File: src/rtl/rf_wb_arbiter_if.sv
// Writeback bus between the two requesters, the arbiter and the register file.
// Carries both valid/ready request channels and the registered write port.
interface rf_wb_arbiter_if;
  logic        req0_valid;
  logic [4:0]  req0_rd;
  logic [31:0] req0_data;
  logic        req0_ready;
  logic        req1_valid;
  logic [4:0]  req1_rd;
  logic [31:0] req1_data;
  logic        req1_ready;
  logic        rf_w_en;
  logic [4:0]  rf_rd;
  logic [31:0] rf_rdv;
  logic        busy;

  modport master (
    output req0_valid, req0_rd, req0_data,
    output req1_valid, req1_rd, req1_data,
    input  req0_ready, req1_ready,
    input  rf_w_en, rf_rd, rf_rdv, busy
  );

  modport slave (
    input  req0_valid, req0_rd, req0_data,
    input  req1_valid, req1_rd, req1_data,
    output req0_ready, req1_ready,
    output rf_w_en, rf_rd, rf_rdv, busy
  );
endinterface

File: src/rtl/rf_wb_arbiter.sv
// Round-robin register-file write-port arbiter with optional x1..x31 clear.
// Define RF_WB_ARB_CLEAR_EN to compile in the post-reset clear sequencer.
module rf_wb_arbiter (
  input  logic           clk,
  input  logic           rst,
  rf_wb_arbiter_if.slave bus
);

  logic        last_grant;
  logic        run;
  logic        g0;
  logic        g1;
  logic        xfer;
  logic [4:0]  sel_rd;
  logic [31:0] sel_data;
  logic        w_en_q;
  logic [4:0]  rd_q;
  logic [31:0] rdv_q;

`ifdef RF_WB_ARB_CLEAR_EN
  typedef enum logic {
    CLEAR,
    RUN
  } state_t;

  state_t     state;
  logic [4:0] clr_idx;

  assign run = (state == RUN);
`else
  assign run = 1'b1;
`endif

  // last_grant=1 means req1 won last, so req0 wins the next tie
  always_comb begin
    g0 = bus.req0_valid && (!bus.req1_valid || last_grant);
    g1 = bus.req1_valid && (!bus.req0_valid || !last_grant);
  end

  assign bus.req0_ready = run && !rst && g0;
  assign bus.req1_ready = run && !rst && g1;

  assign xfer     = bus.req0_ready || bus.req1_ready;
  assign sel_rd   = g1 ? bus.req1_rd   : bus.req0_rd;
  assign sel_data = g1 ? bus.req1_data : bus.req0_data;

  always_ff @(posedge clk) begin
    if (rst) begin
`ifdef RF_WB_ARB_CLEAR_EN
      state   <= CLEAR;
      clr_idx <= 5'd1;
`endif
      last_grant <= 1'b1;
      w_en_q     <= 1'b0;
      rd_q       <= 5'd0;
      rdv_q      <= 32'd0;
    end
`ifdef RF_WB_ARB_CLEAR_EN
    else if (state == CLEAR) begin
      w_en_q  <= 1'b1;
      rd_q    <= clr_idx;
      rdv_q   <= 32'd0;
      clr_idx <= clr_idx + 5'd1;
      if (clr_idx == 5'd31)
        state <= RUN;
    end
`endif
    else begin
      // x0 writes are accepted but never reach the register file
      w_en_q <= xfer && (sel_rd != 5'd0);
      if (xfer) begin
        rd_q       <= sel_rd;
        rdv_q      <= sel_data;
        last_grant <= g1;
      end
    end
  end

  assign bus.rf_w_en = w_en_q;
  assign bus.rf_rd   = rd_q;
  assign bus.rf_rdv  = rdv_q;
  assign bus.busy    = !run;

endmodule

File: src/flat_wrapper.sv
// flat-port wrapper written by rule: the top's interface ports become plain ports
module rf_wb_arbiter_flat 
  (clk, rst, bus_req0_valid, bus_req0_rd, bus_req0_data, bus_req1_valid, bus_req1_rd, bus_req1_data, bus_req0_ready, bus_req1_ready, bus_rf_w_en, bus_rf_rd, bus_rf_rdv, bus_busy);
  rf_wb_arbiter_if bus_i ();
  input  logic clk;
  input  logic rst;
  input wire logic [$bits(bus_i.req0_valid)-1:0] bus_req0_valid;
  input wire logic [$bits(bus_i.req0_rd)-1:0] bus_req0_rd;
  input wire logic [$bits(bus_i.req0_data)-1:0] bus_req0_data;
  input wire logic [$bits(bus_i.req1_valid)-1:0] bus_req1_valid;
  input wire logic [$bits(bus_i.req1_rd)-1:0] bus_req1_rd;
  input wire logic [$bits(bus_i.req1_data)-1:0] bus_req1_data;
  output wire logic [$bits(bus_i.req0_ready)-1:0] bus_req0_ready;
  output wire logic [$bits(bus_i.req1_ready)-1:0] bus_req1_ready;
  output wire logic [$bits(bus_i.rf_w_en)-1:0] bus_rf_w_en;
  output wire logic [$bits(bus_i.rf_rd)-1:0] bus_rf_rd;
  output wire logic [$bits(bus_i.rf_rdv)-1:0] bus_rf_rdv;
  output wire logic [$bits(bus_i.busy)-1:0] bus_busy;
  assign bus_i.req0_valid = bus_req0_valid;
  assign bus_i.req0_rd = bus_req0_rd;
  assign bus_i.req0_data = bus_req0_data;
  assign bus_i.req1_valid = bus_req1_valid;
  assign bus_i.req1_rd = bus_req1_rd;
  assign bus_i.req1_data = bus_req1_data;
  assign bus_req0_ready = bus_i.req0_ready;
  assign bus_req1_ready = bus_i.req1_ready;
  assign bus_rf_w_en = bus_i.rf_w_en;
  assign bus_rf_rd = bus_i.rf_rd;
  assign bus_rf_rdv = bus_i.rf_rdv;
  assign bus_busy = bus_i.busy;
  rf_wb_arbiter u_core (.clk(clk), .rst(rst), .bus(bus_i));
endmodule
File: config.mk
export PLATFORM = sky130hd
export DESIGN_NAME = rf_wb_arbiter_flat
export DESIGN_NICKNAME = d
export VERILOG_FILES = /design/src/rtl/rf_wb_arbiter_if.sv /design/src/rtl/rf_wb_arbiter.sv /design/src/flat_wrapper.sv
export SDC_FILE = /design/constraint.sdc
export NUM_CORES = 1
export LEC_CHECK = 0
export ABC_AREA = 1
export CELL_PAD_IN_SITES_DETAIL_PLACEMENT = 1
export CELL_PAD_IN_SITES_GLOBAL_PLACEMENT = 1
export CORE_ASPECT_RATIO = 1.25
export CORE_UTILIZATION = 22
export DETAILED_ROUTE_END_ITERATION = 6
export PLACE_DENSITY_LB_ADDON = 0.1
export SYNTH_ARGS = -nofsm -noshare
export SYNTH_HDL_FRONTEND = slang
export SYNTH_SLANG_ARGS = --single-unit
File: constraint.sdc
create_clock -name clk -period 1.1 [get_ports clk]
set_input_delay 0.11 -clock clk [delete_from_list [all_inputs] [get_ports clk]]
set_output_delay 0.11 -clock clk [all_outputs]
set_load 0.05 [all_outputs]
==> key figures <==
Run status
  – Status: finished with violations
  – Failing checks: setup timing

Yosys
  – Syn_nets: approximately 390
  – Predominant post-synthesis flop cell: dfxtp_1
  – Post-synthesis cell count: 307
  – Count of cell types in the netlist: 19
  – Mean Syn Cell Area: around 6.4 um2
  – Yosys warnings: 0
  – Synth async-reset ratio: 0%
  – Synth top area cells: dfxtp_1 (40%), nand2_1 (16%), nor2_1 (13%)
  – EDFF count, synth: 0
  – Leading area contributor after synthesis: dfxtp_1
  – Most numerous cell in the Yosys netlist: nand2_1
  – Synth top area share: around 40%
  – Sequential cell area fraction in the yosys report: about two fifths
  – Synthesized area: 1957 um2
  – Post-synth top cells: nand2_1 (81), nor2_1 (70), dfxtp_1 (39), nand3_1 (39), o21ai_0 (33)
  – Synth Register Bits: 39

Route
  – Total wire length: 7685 um
  – Post-DRT Antenna Nets: 0
  – Starting DRT DRC Count: 61
  – Via-per-instance ratio: between 4 and 5
  – Detailed-route via count: around 2400
  – Drt drc: 0
  – Drt wl/cell: around 14 um
  – Drt pass-1 iters: 4

Worst setup path
  – Slowest CP cell: dfxtp_4
  – CP max FO: 4
  – Worst path arrival time: between 1 and 1.5 ns
  – Critical Path RT: approximately 1 ns
  – Slowest stage delay, CP: between 0.3 and 0.4 ns
  – Critical Path, Cell by Cell: nand2_8 > nand3_4 > buf_6 > inv_4 > buf_12
  – CP Capture Type: output pin
  – Critical path type: flop to output pin
  – Critical path launch point type: flop

Clock tree
  – Number of clock sinks: 39
  – Clk root buf: clkbuf_8
  – TritonCTS Buffers: 5
  – Clk slew on worst S/H paths: about 0.070 ns
  – CTS tree: done
  – Max Root-Sink Buffers: 2
  – Htree depth: 2
  – Clock Latency Late Sink: ~0.29 ns

Pwr
  – Leak Pwr: 1.812 nW
  – Logic pwr share: 43.1%
  – Pwr Density: around 1200 nW/um2
  – Clk network pwr share: around 22%
  – P_int: 3.151 mW
  – Max VDD drop: between 0.0005 and 0.0006 V
  – Sw Pwr: approximately 1.7 mW
  – Total power: 4.820 mW
  – Switching Fraction: between 30% and 40%
  – Seq pwr share: about a third

Die
  – Initial core utilization: between 20 and 25%
  – Core region area: 8653 um2
  – Die extent in y: approximately 110 um
  – FP Rows: 38
  – Die Wd: approximately 86 um
  – Number of I/O pins: around 120
  – Die area: about 9300 um2

STA
  – Fin worst setup slack: -0.1741 ns
  – Setup TNS: -3.697 ns
  – Hold Violations, Final: 0
  – Post-route clock skew: between 0.005 and 0.006 ns
  – Post-layout minimum cycle time: between 1 and 1.5 ns
  – Final setup violation count: 40
  – FMAX: around 780 MHz
  – RSZ-0062 raised after global routing: yes
  – Pins Over Slew Limit: 0
  – Final period utilization: 115.8%

Placement
  – Port Buffer Count: 117
  – Placer Congestion: roughly 0.76
  – Detailed placement HPWL: between 5000 and 6000 um

Global route
  – Pin count of the biggest net entering global routing: 35
  – Gr usage total: roughly 17%
  – Initial antenna violation count: 0
  – First-pass GRT wire length: between 10000 and 15000 um
  – Grt total ovfl: 0
  – Vias in the first global route: between 2000 and 3000

Worst hold path
  – Worst hold path class: input pin to flop

Cells and area
  – Area grow syn2layout: 110.4%
  – Fill count: approximately 1000
  – Multi-input gate area: between 1000 and 1500 um2
  – Reg area: slightly below 800 um2
  – Antenna Cells: 0
  – Layout Nets: 510
  – Share of cells above drive strength 1: a little over a quarter

Flow run
  – Max_cap viols: 0
-- placed cells by master, fill, tap and decap left out, drive strengths merged --
| master | n |
|---|---|
| nor2 | 70 |
| conb | 1 |
| a21oi | 3 |
| buf | 61 |
| dlygate4sd2 | 2 |
| clkbuf | 10 |
| dfxtp | 39 |
| inv | 12 |
| clkdlybuf4s50 | 75 |
| nand2 | 84 |
| o21ai | 34 |
| nand3b | 1 |
| nand3 | 40 |
| o211ai | 1 |
-- kinds of logic after synthesis --
kind of cell | synth area share, %
flops | 39.90
other cells | 0.1916
compound gates | 9.846
buf+inv | 9.271
simple gates | 40.79
-- flip-flops by register name, summed over array words and instances (netlist names) --
name and cells:
u_core.last_grant 1, u_core.bus.rf_rd 5, u_core.bus.rf_rdv 32, u_core.bus.rf_w_en 1
-- worst paths after layout --
kind | slack, ns | depth (start not counted) | end | startpoint
worst min-delay path | 0.35 | 2 | u_core.last_grant | bus_req0_valid
worst min register to register | 0.53 | 2 | u_core.bus.rf_rd[1] | u_core.bus.rf_rd[1]
worst max-delay path | -0.17 | 5 | bus_req1_ready | u_core.last_grant
worst max register to register | -0.12 | 8 | u_core.bus.rf_w_en | u_core.last_grant
-- critical path: cells and delay by family, from the launching register on --
family | cells | cell delay, ns
buffers and inverters | 3 | 0.32
DFF | 1 | 0.36
and+or+nand+nor | 2 | 0.18
-- routing by layer --
layer / share of wire [%] / GRT usage (%)
met4: 1.3 / 4.881
met5: 0 / 0
met3: 4.9 / 3.451
met1: 42 / 19.18
met2: 52 / 31.07
-- power groups by stage --
stage | Sequential, mW | Clock (mW) | Combinational (mW)
3_3_place_gp | 1.71 | 0 | 1.89
4_1_cts | 1.68 | 1.11 | 1.93
6_report | 1.69 | 1.06 | 2.08
5_1_grt | 1.70 | 1.16 | 2.22
2_1_floorplan | 2.08 | 0 | 0.470
3_5_place_dp | 1.71 | 0 | 1.90
-- stage by stage --
stage	hold WS, ns	instance area [um2]	std cells	worst slack [ns]	utilization, %
after floorplan	0.1791	1966	307	0.0009542	-
after global placement	0.4982	3721	540	-0.4253	43.00
after detailed placement	0.5107	3721	540	-0.5258	43.00
after CTS	0.2817	3870	550	-0.1471	44.72
after global routing	0.3704	4116	553	-0.2260	47.57
final	0.3540	4116	553	-0.1741	47.57
-- cell type report --
cell class | instances | area share [%]
clock buffers | 8 | 2.432
inverters | 12 | 1.337
multi-input cells | 234 | 28.63
flip-flops and latches | 39 | 19.06
well taps | 120 | 3.647
repair buffers | 140 | 44.89
-- repair_timing --
item / in CTS / in global routing
gates resized for setup: 13 / 67
pin swaps: 2 / 3
hold buffers: 0 / 0
buffers inserted: 2 / 0
cloned: 0 / 3
setup endpoints to repair: 40 / 40
Note: power is estimated with default switching activity, not from simulation.
